[src/rtl/mips_pkg.sv]
// Shared types and constants for the multicycle MIPS memory-side blocks.
package mips_pkg;

    typedef enum logic [1:0] {MEM_IDLE, MEM_RD_WAIT, MEM_WR_BYTE} mem_state_t;

    localparam int unsigned BYTES_PER_WORD = 4;
    localparam int unsigned BYTE_W         = 8;
    localparam int unsigned WORD_W         = 32;
    localparam int unsigned IDX_W          = 2;
    localparam int unsigned CNT_W          = 4;

    // Little-endian byte lane select: lane 0 is the LSB of the word.
    function automatic logic [BYTE_W-1:0] word_byte(input logic [WORD_W-1:0] w,
                                                    input logic [IDX_W-1:0]  idx);
        return BYTE_W'(w >> (BYTE_W * 32'(idx)));
    endfunction

endpackage

[src/rtl/mips_byte_ram.sv]
// Byte-wide single-port RAM: synchronous write, registered read.
module mips_byte_ram
    import mips_pkg::*;
#(
    parameter int unsigned ADDR_W    = 8,
    parameter string       INIT_FILE = ""
) (
    input  logic              clk_i,
    input  logic              rst_ni,
    input  logic              we_i,
    input  logic              re_i,
    input  logic [ADDR_W-1:0] addr_i,
    input  logic [BYTE_W-1:0] wdata_i,
    output logic [BYTE_W-1:0] rdata_o
);

    localparam int unsigned DEPTH = 1 << ADDR_W;

    logic [BYTE_W-1:0] mem_q [DEPTH];
    logic [BYTE_W-1:0] rdata_q, rdata_d;

    always_ff @(posedge clk_i) begin
        if (we_i) mem_q[addr_i] <= wdata_i;
    end

    // Read register only updates on a read, so the last byte read is held.
    always_comb begin
        rdata_d = rdata_q;
        if (re_i) rdata_d = mem_q[addr_i];
    end

    always_ff @(posedge clk_i or negedge rst_ni) begin
        if (!rst_ni) rdata_q <= '0;
        else         rdata_q <= rdata_d;
    end

    assign rdata_o = rdata_q;

endmodule

[src/rtl/mips_mem_responder.sv]
// Memory-side responder: byte reads with configurable latency, word stores split
// into four little-endian byte writes, behind a req/ready handshake.
module mips_mem_responder
    import mips_pkg::*;
#(
    parameter int unsigned ADDR_W    = 8,
    parameter int unsigned READ_LAT  = 1,
    parameter string       INIT_FILE = ""
) (
    input  logic              clk_i_top,
    input  logic              rst_i_top,
    input  logic              req_i,
    input  logic              we_i,
    input  logic [ADDR_W-1:0] addr_i,
    input  logic [WORD_W-1:0] wdata_i,
    output logic              ready_o,
    output logic              rvalid_o,
    output logic [BYTE_W-1:0] rdata_o,
    output logic              wdone_o
);

    mem_state_t        state_q, state_d;
    logic [ADDR_W-1:0] addr_q, addr_d;
    logic [WORD_W-1:0] wdata_q, wdata_d;
    logic [IDX_W-1:0]  idx_q, idx_d;
    logic [CNT_W-1:0]  cnt_q, cnt_d;
    logic              ready_q, ready_d;
    logic              rvalid_q, rvalid_d;
    logic              wdone_q, wdone_d;

    logic              accept_c;
    logic              ram_we_c, ram_re_c;
    logic [ADDR_W-1:0] ram_addr_c;
    logic [BYTE_W-1:0] ram_wdata_c;

    assign accept_c = req_i && ready_q;

    // Next-state, RAM control and registered-output decode.
    always_comb begin
        state_d     = state_q;
        addr_d      = addr_q;
        wdata_d     = wdata_q;
        idx_d       = idx_q;
        cnt_d       = cnt_q;
        rvalid_d    = 1'b0;
        wdone_d     = 1'b0;
        ram_we_c    = 1'b0;
        ram_re_c    = 1'b0;
        ram_addr_c  = addr_q;
        ram_wdata_c = word_byte(wdata_q, idx_q);

        unique case (state_q)
            MEM_IDLE: begin
                if (accept_c) begin
                    addr_d = addr_i;
                    if (we_i) begin
                        wdata_d = wdata_i;
                        idx_d   = '0;
                        state_d = MEM_WR_BYTE;
                    end else if (READ_LAT == 1) begin
                        ram_re_c   = 1'b1;
                        ram_addr_c = addr_i;
                        rvalid_d   = 1'b1;
                    end else begin
                        cnt_d   = CNT_W'(READ_LAT - 1);
                        state_d = MEM_RD_WAIT;
                    end
                end
            end
            MEM_RD_WAIT: begin
                cnt_d = cnt_q - CNT_W'(1);
                if (cnt_q == CNT_W'(1)) begin
                    ram_re_c = 1'b1;
                    rvalid_d = 1'b1;
                    state_d  = MEM_IDLE;
                end
            end
            MEM_WR_BYTE: begin
                ram_we_c   = 1'b1;
                ram_addr_c = addr_q + ADDR_W'(idx_q);
                idx_d      = idx_q + IDX_W'(1);
                if (idx_q == IDX_W'(BYTES_PER_WORD - 1)) begin
                    wdone_d = 1'b1;
                    state_d = MEM_IDLE;
                end
            end
            default: state_d = MEM_IDLE;
        endcase

        ready_d = (state_d == MEM_IDLE);
    end

    always_ff @(posedge clk_i_top or negedge rst_i_top) begin
        if (!rst_i_top) begin
            state_q  <= MEM_IDLE;
            addr_q   <= '0;
            wdata_q  <= '0;
            idx_q    <= '0;
            cnt_q    <= '0;
            ready_q  <= 1'b1;
            rvalid_q <= 1'b0;
            wdone_q  <= 1'b0;
        end else begin
            state_q  <= state_d;
            addr_q   <= addr_d;
            wdata_q  <= wdata_d;
            idx_q    <= idx_d;
            cnt_q    <= cnt_d;
            ready_q  <= ready_d;
            rvalid_q <= rvalid_d;
            wdone_q  <= wdone_d;
        end
    end

    mips_byte_ram #(
        .ADDR_W    (ADDR_W),
        .INIT_FILE (INIT_FILE)
    ) u_ram (
        .clk_i   (clk_i_top),
        .rst_ni  (rst_i_top),
        .we_i    (ram_we_c),
        .re_i    (ram_re_c),
        .addr_i  (ram_addr_c),
        .wdata_i (ram_wdata_c),
        .rdata_o (rdata_o)
    );

    assign ready_o  = ready_q;
    assign rvalid_o = rvalid_q;
    assign wdone_o  = wdone_q;

    // Request strobe and accepted command fields must never be unknown.
    a_req_known: assert property (@(posedge clk_i_top) disable iff (!rst_i_top)
        ready_q |-> !$isunknown(req_i));
    a_cmd_known: assert property (@(posedge clk_i_top) disable iff (!rst_i_top)
        accept_c |-> !$isunknown({we_i, addr_i}));

endmodule

[config.mk]
export PLATFORM = sky130hd
export DESIGN_NAME = mips_mem_responder
export DESIGN_NICKNAME = d
export VERILOG_FILES = /design/src/rtl/mips_pkg.sv /design/src/rtl/mips_byte_ram.sv /design/src/rtl/mips_mem_responder.sv
export SDC_FILE = /design/constraint.sdc
export NUM_CORES = 2
export LEC_CHECK = 0
export CAP_MARGIN = 20
export CORE_ASPECT_RATIO = 0.9
export CORE_MARGIN = 2
export CORE_UTILIZATION = 50
export DETAILED_ROUTE_END_ITERATION = 12
export PLACE_DENSITY_LB_ADDON = 0.2
export SLEW_MARGIN = 20
export SYNTH_ARGS = -nofsm -noshare
export SYNTH_HDL_FRONTEND = slang
export SYNTH_SLANG_ARGS = --single-unit
[constraint.sdc]
create_clock -name clk_i_top -period 4.65 [get_ports clk_i_top]
set_input_delay 1.395 -clock clk_i_top [delete_from_list [all_inputs] [get_ports clk_i_top]]
set_output_delay 1.395 -clock clk_i_top [all_outputs]
set_load 0.05 [all_outputs]
Word-level counts from Yosys, hierarchy flattened
Memory sizes are Yosys's and may differ from the RTL's. A register that Yosys moved wholly into a read port is not among the register bits.
Index checks and enable logic that the tools add are counted.

word-level totals
  bits in writable memories = 2048
  input bits = 44
  word-level logic and storage cells = 47
  output and inout port bits = 11
  register bits = 51
  memories kept = 1

cells by class
  muxes and demuxes = 20
  $add $sub $neg = 3
  equality and inequality tests = 6
  shifts and indexed selects = 1
  reduce and logical (&&, ||, !) cells = 8

memory list
  memory       words  bits a word  read ports  clocked after memory_dff  write ports  line                 source
  u_ram.mem_q  256    8            1           1                         1            mips_byte_ram.sv:19  logic [BYTE_W-1:0] mem_q [DEPTH];

operator list
  cell                                              count
  >> shifter 32 x 5 -> 8 bit                        1
  two-way mux 8 bit                                 2
  case mux 8 bit (2 select lines)                   1
  two-way mux 2 bit                                 6
  adder 8 x 2 -> 8 bit                              1
  two-way mux 1 bit                                 8
  case mux 2 bit (3 select lines)                   1
  AND reduction 3 bit                               2
  == test 2 bit, second input constant              2
  == test 4 x 1 -> 1 bit, second input constant     1
  logical NOT 2 bit                                 2
  inequality test 2 bit, second input constant      2
  case mux 2 bit (2 select lines)                   1
  subtractor 4 x 1 -> 4 bit, second input constant  1
  adder 2 x 1 -> 2 bit, second input constant       1
  == test 2 x 1 -> 1 bit, second input constant     1
  case mux 1 bit (2 select lines)                   1
  AND reduction 2 bit                               1
  nonzero test 2 bit                                1
  logical AND 1 bit                                 1
  logical NOT 1 bit                                 1

Logic depth before layout (Yosys ltp)
  word-level depth = 4
  depth in mapped cells = 17
  mapped depth without buffers = 13

Hierarchy
Synthesis repeated with hierarchy kept, for this count alone.

unflattened totals
  cells, all modules = 3785
  area, all modules = 82196.3 um^2

by module, submodules not included
  module              cells an instance  area an instance (um^2)  sequential area each (um^2)  instances
  mips_byte_ram       3591               79532.5                  61699.2                      1
  mips_mem_responder  194                2663.8                   1277.5                       1

Least setup slack after synthesis
OpenSTA, ideal clock, no wires.

  path kind = input to register
  start point = in we_i
  end point = mem u_ram.mem_q[149][0], enable pin
  data arrival time = 3954 ps
  data required time = 4267 ps
  stages = 11
  buffers on the path = 6
  setup time = 383 ps
  path slack = 313 ps
  cells stage by stage = and3b_1 -> buf_4 -> a31oi_4 -> nand2_4 -> buf_2 -> buf_1 -> buf_2 -> buf_1 -> nand2_1 -> clkbuf_1 -> nor3_1

on the way
  longest elaborated chain between the ends = 3

ends and longest elaborated chain
  item                             line                      source
  from (decl)                      mips_mem_responder.sv:13  input logic we_i,
  two-way mux 8 bit                mips_mem_responder.sv:56  if (we_i) begin
  two-way mux 8 bit                mips_mem_responder.sv:54  if (accept_c) begin
  case mux 8 bit (2 select lines)  mips_mem_responder.sv:52  unique case (state_q)
  to (decl)                        mips_byte_ram.sv:19

No other way between the ends.

Worst setup path in the final report
  start point = in we_i
  end point = reg u_ram.rdata_q[6], in the netlist u_ram.rdata_o[6], read port of u_ram.mem_q

on the way
  longest elaborated chain between the ends = 3
  elaborated cells on any way between the ends = 6

ends and longest elaborated chain
  item                                                                                       line                      source
  two-way mux 8 bit / two-way mux 1 bit (equally long branches)                              mips_mem_responder.sv:56
  two-way mux 8 bit / two-way mux 1 bit (equally long branches)                              mips_mem_responder.sv:54
  case mux 8 bit (2 select lines) / case mux 1 bit (2 select lines) (equally long branches)  mips_mem_responder.sv:52
  to (decl)                                                                                  mips_byte_ram.sv:20       logic [BYTE_W-1:0] rdata_q, rdata_d;

Several ways; a longest one is shown, not always the timed one.
A chain may end at the register's enable or synchronous reset.

==> impl_metrics.yaml <==
sta:
  final_hold_viol_count: 0
  fin_ws_ns: -0.0675
  setup_viol: 4
  slew_headroom: 0.233
  slew_violations: 0
  max_freq_ghz: 0.212
  post-route-period-util: 1.01
  fin_crit_ns: 4.72
  finClkSkew_ns: 0.0418
  worstMarginPinSlew_ns: 1.15
outcome:
  status: "finished, violations left"
  violations: "negative setup slack"
setup_path:
  cp.required_ns: 5.39
  crit_arrival_ns: 5.46
  worstSetupPathType: "input port to flip-flop"
  regToRegSetupSlack_ns: -0.02
  critPathMaxFanout: 20
  start_kind: "input port"
  crit_path_end_kind: "flip-flop"
synth:
  synthCells: 6072
  synthFlopType: "edfxtp_1"
  ys_ff_latch: 2107
  ys_types: 90
  syn_nets: 6122
  synth_area_leaders: "edfxtp_1 73%, nand2_1 5.7%, mux2i_1 2.4%"
  ys_seq_area_frac: 0.746
  synth_top_area_frac: 0.728
  synth_edf_count: 2048
  async_reset_ff_frac: 0.0280
  yosysWarnings: 0
  syn_area_mm2: 0.0844
  avgSynthCellArea_um2: 13.9
  synth_top_area_cell: "edfxtp_1"
detailed_routing:
  vias_per_cell: 6.26
  route.detailed.drc: 0
  wirelength_um: 292000
  first_pass_iters: 10
  drt_iter0_drc: 9722
  wire_per_inst_um: 30.5
  antenna_left: 0
  vias: 59900
place:
  io_buffers: 54
  gp_congestion: 0.969
  hpwl_um: 198000
final_layout:
  final_common_cell: "edfxtp_1"
  area_delta_synth_final_pct: 23.1
  final_nets: 7189
  final_cell_mix: "2048 x edfxtp_1, 1280 x nand2_1, 1094 x buf_4, 342 x nand3_1, 283 x a21oi_1"
  final_layout_size_suffix_gt1_frac: 0.225
  regArea_mm2: 0.0630
  fillers: 12800
  multi_input_area_mm2: 0.0197
  fin_util: 0.618
die:
  die_h_um: 394
  die_x_um: 437
  die-area_mm2: 0.172
  core_mm2: 0.168
  placementRows: 143
  ioPinCount: 55
  start_util: 0.502
global_routing:
  grt_pass1_wl_um: 410000
  antenna_found_initial: 12
  grt_overflow: 0
  grt_pass1_vias: 56100
  grt_usage: 0.332
  grt_max_degree: 129
clock_tree:
  cts-root-buf: "clkbuf_16"
  post_cts_buffers: 0
  cts_tree: "yes"
  clock_latency_ns: 0.85
  clk_pin_slew_worst_paths_ns: 0.06
  cts_buffer_depth: 3
  h-tree-depth: 4
  numCtsBuffers: 206
  cts_sinks: 2107
run:
  maxCapViolCount: 0
worst_hold_path:
  hold_class: "flip-flop to flip-flop"
==> area by class of cell <==
class                   count  area share
clock inverters           130      0.0139
repair buffers           1285       0.110
diodes                      4   0.0000963
well taps                2247      0.0271
inverters                   8    0.000289
multi-input cells        3531       0.190
clock buffers             258      0.0525
flip-flops and latches   2107       0.606
==> sequential cells by signal, indices dropped and copies added (netlist names) <==
signal         count
cnt_q              4
wdata_q           32
u_ram.mem_q     2048
state_q            2
idx_q              2
addr_q             8
rvalid_o           1
u_ram.rdata_o      8
ready_o            1
wdone_o            1
==> critical path: stages <==
cell             delay (ns)
clkdlybuf4s50_1        0.43
buf_4                  0.16
nand4bb_1              0.30
buf_4                  0.23
nand3_4                0.16
and2_4                 0.30
buf_12                 0.24
buf_12                 0.21
mux2i_1                0.09
a2111oi_0              0.87
a31oi_1                0.09
nand4_1                0.23
nor4b_4                0.10
buf_4                  0.16
o2111a_1               0.23
a31oi_1                0.22
==> cells by family after synthesis <==
| group | share of synthesized area |
|---|---|
| AND/OR/NAND/NOR | 0.119 |
| flip-flops | 0.746 |
| AO/OA/AOI/OAI | 0.0782 |
| buffers and inverters | 0.0246 |
| multiplexers | 0.0313 |
| adder cells (fa/ha/maj) | 0.000978 |
| XOR/XNOR | 0.000311 |
==> synthesized netlist by cell type (all sizes together), types with 7 or more instances <==
cell	number
edfxtp	2048
nand2	1288
nand3	345
a21oi	286
buf	269
nor2	258
mux2i	201
and3	168
clkbuf	157
a22oi	138
a211oi	134
a31oi	125
nor3	81
o22ai	68
nand4	62
o21ai	62
dfrtp	58
a311oi	45
nor4	45
a32oi	39
mux2	39
a2111oi	15
a32o	13
o2111ai	9
inv	8
mux4	8
o211ai	7
o31ai	7
==> routing by layer <==
layer  part of all wire  up-vias  global-route usage
met5            0.00018        -                   0
met4              0.050        8               0.146
met3               0.14      644              0.0869
met2               0.43     4400               0.472
met1               0.38    29600               0.484
li1                   -    25200                   -
==> path summary, 6_finish.rpt <==
check / from / cells after the start / end
min in group asynchronous: rst_i_top / 1 / wdata_q[23]
worst min-delay path: cnt_q[3] / 1 / cnt_q[3]
worst min register to register: cnt_q[3] / 1 / cnt_q[3]
max in group asynchronous: rst_i_top / 2 / u_ram.rdata_o[7]
worst max register to register: addr_q[0] / 17 / u_ram.rdata_o[6]
worst max-delay path: we_i / 16 / u_ram.rdata_o[6]
==> stage by stage <==
step	hold slack [ns]	setup TNS, ns	area (um^2)	setup slack (ns)	std cells
floorplan	0.443	0	84400	0.313	6072
global placement	0.460	-275.24	96800	-1.74	9178
detailed placement	0.470	-280.12	96800	-1.53	9178
CTS	0.484	0	104000	0.000966	9566
global route	0.511	-0.0162	104000	-0.0162	9566
finish	0.485	-0.174	104000	-0.0675	9570
==> what timing repair did <==
action	4_1_cts	5_1_grt
pin swaps	0	3
endpoints found under the setup margin	6	6
endpoints found under the hold margin	0	0
gates cloned	0	0
resized for setup	14	22
hold buffers	0	0
Power is left out: the tool's default activity adds up to more than one toggle a clock period on the data nets, which glitch-free logic cannot reach.
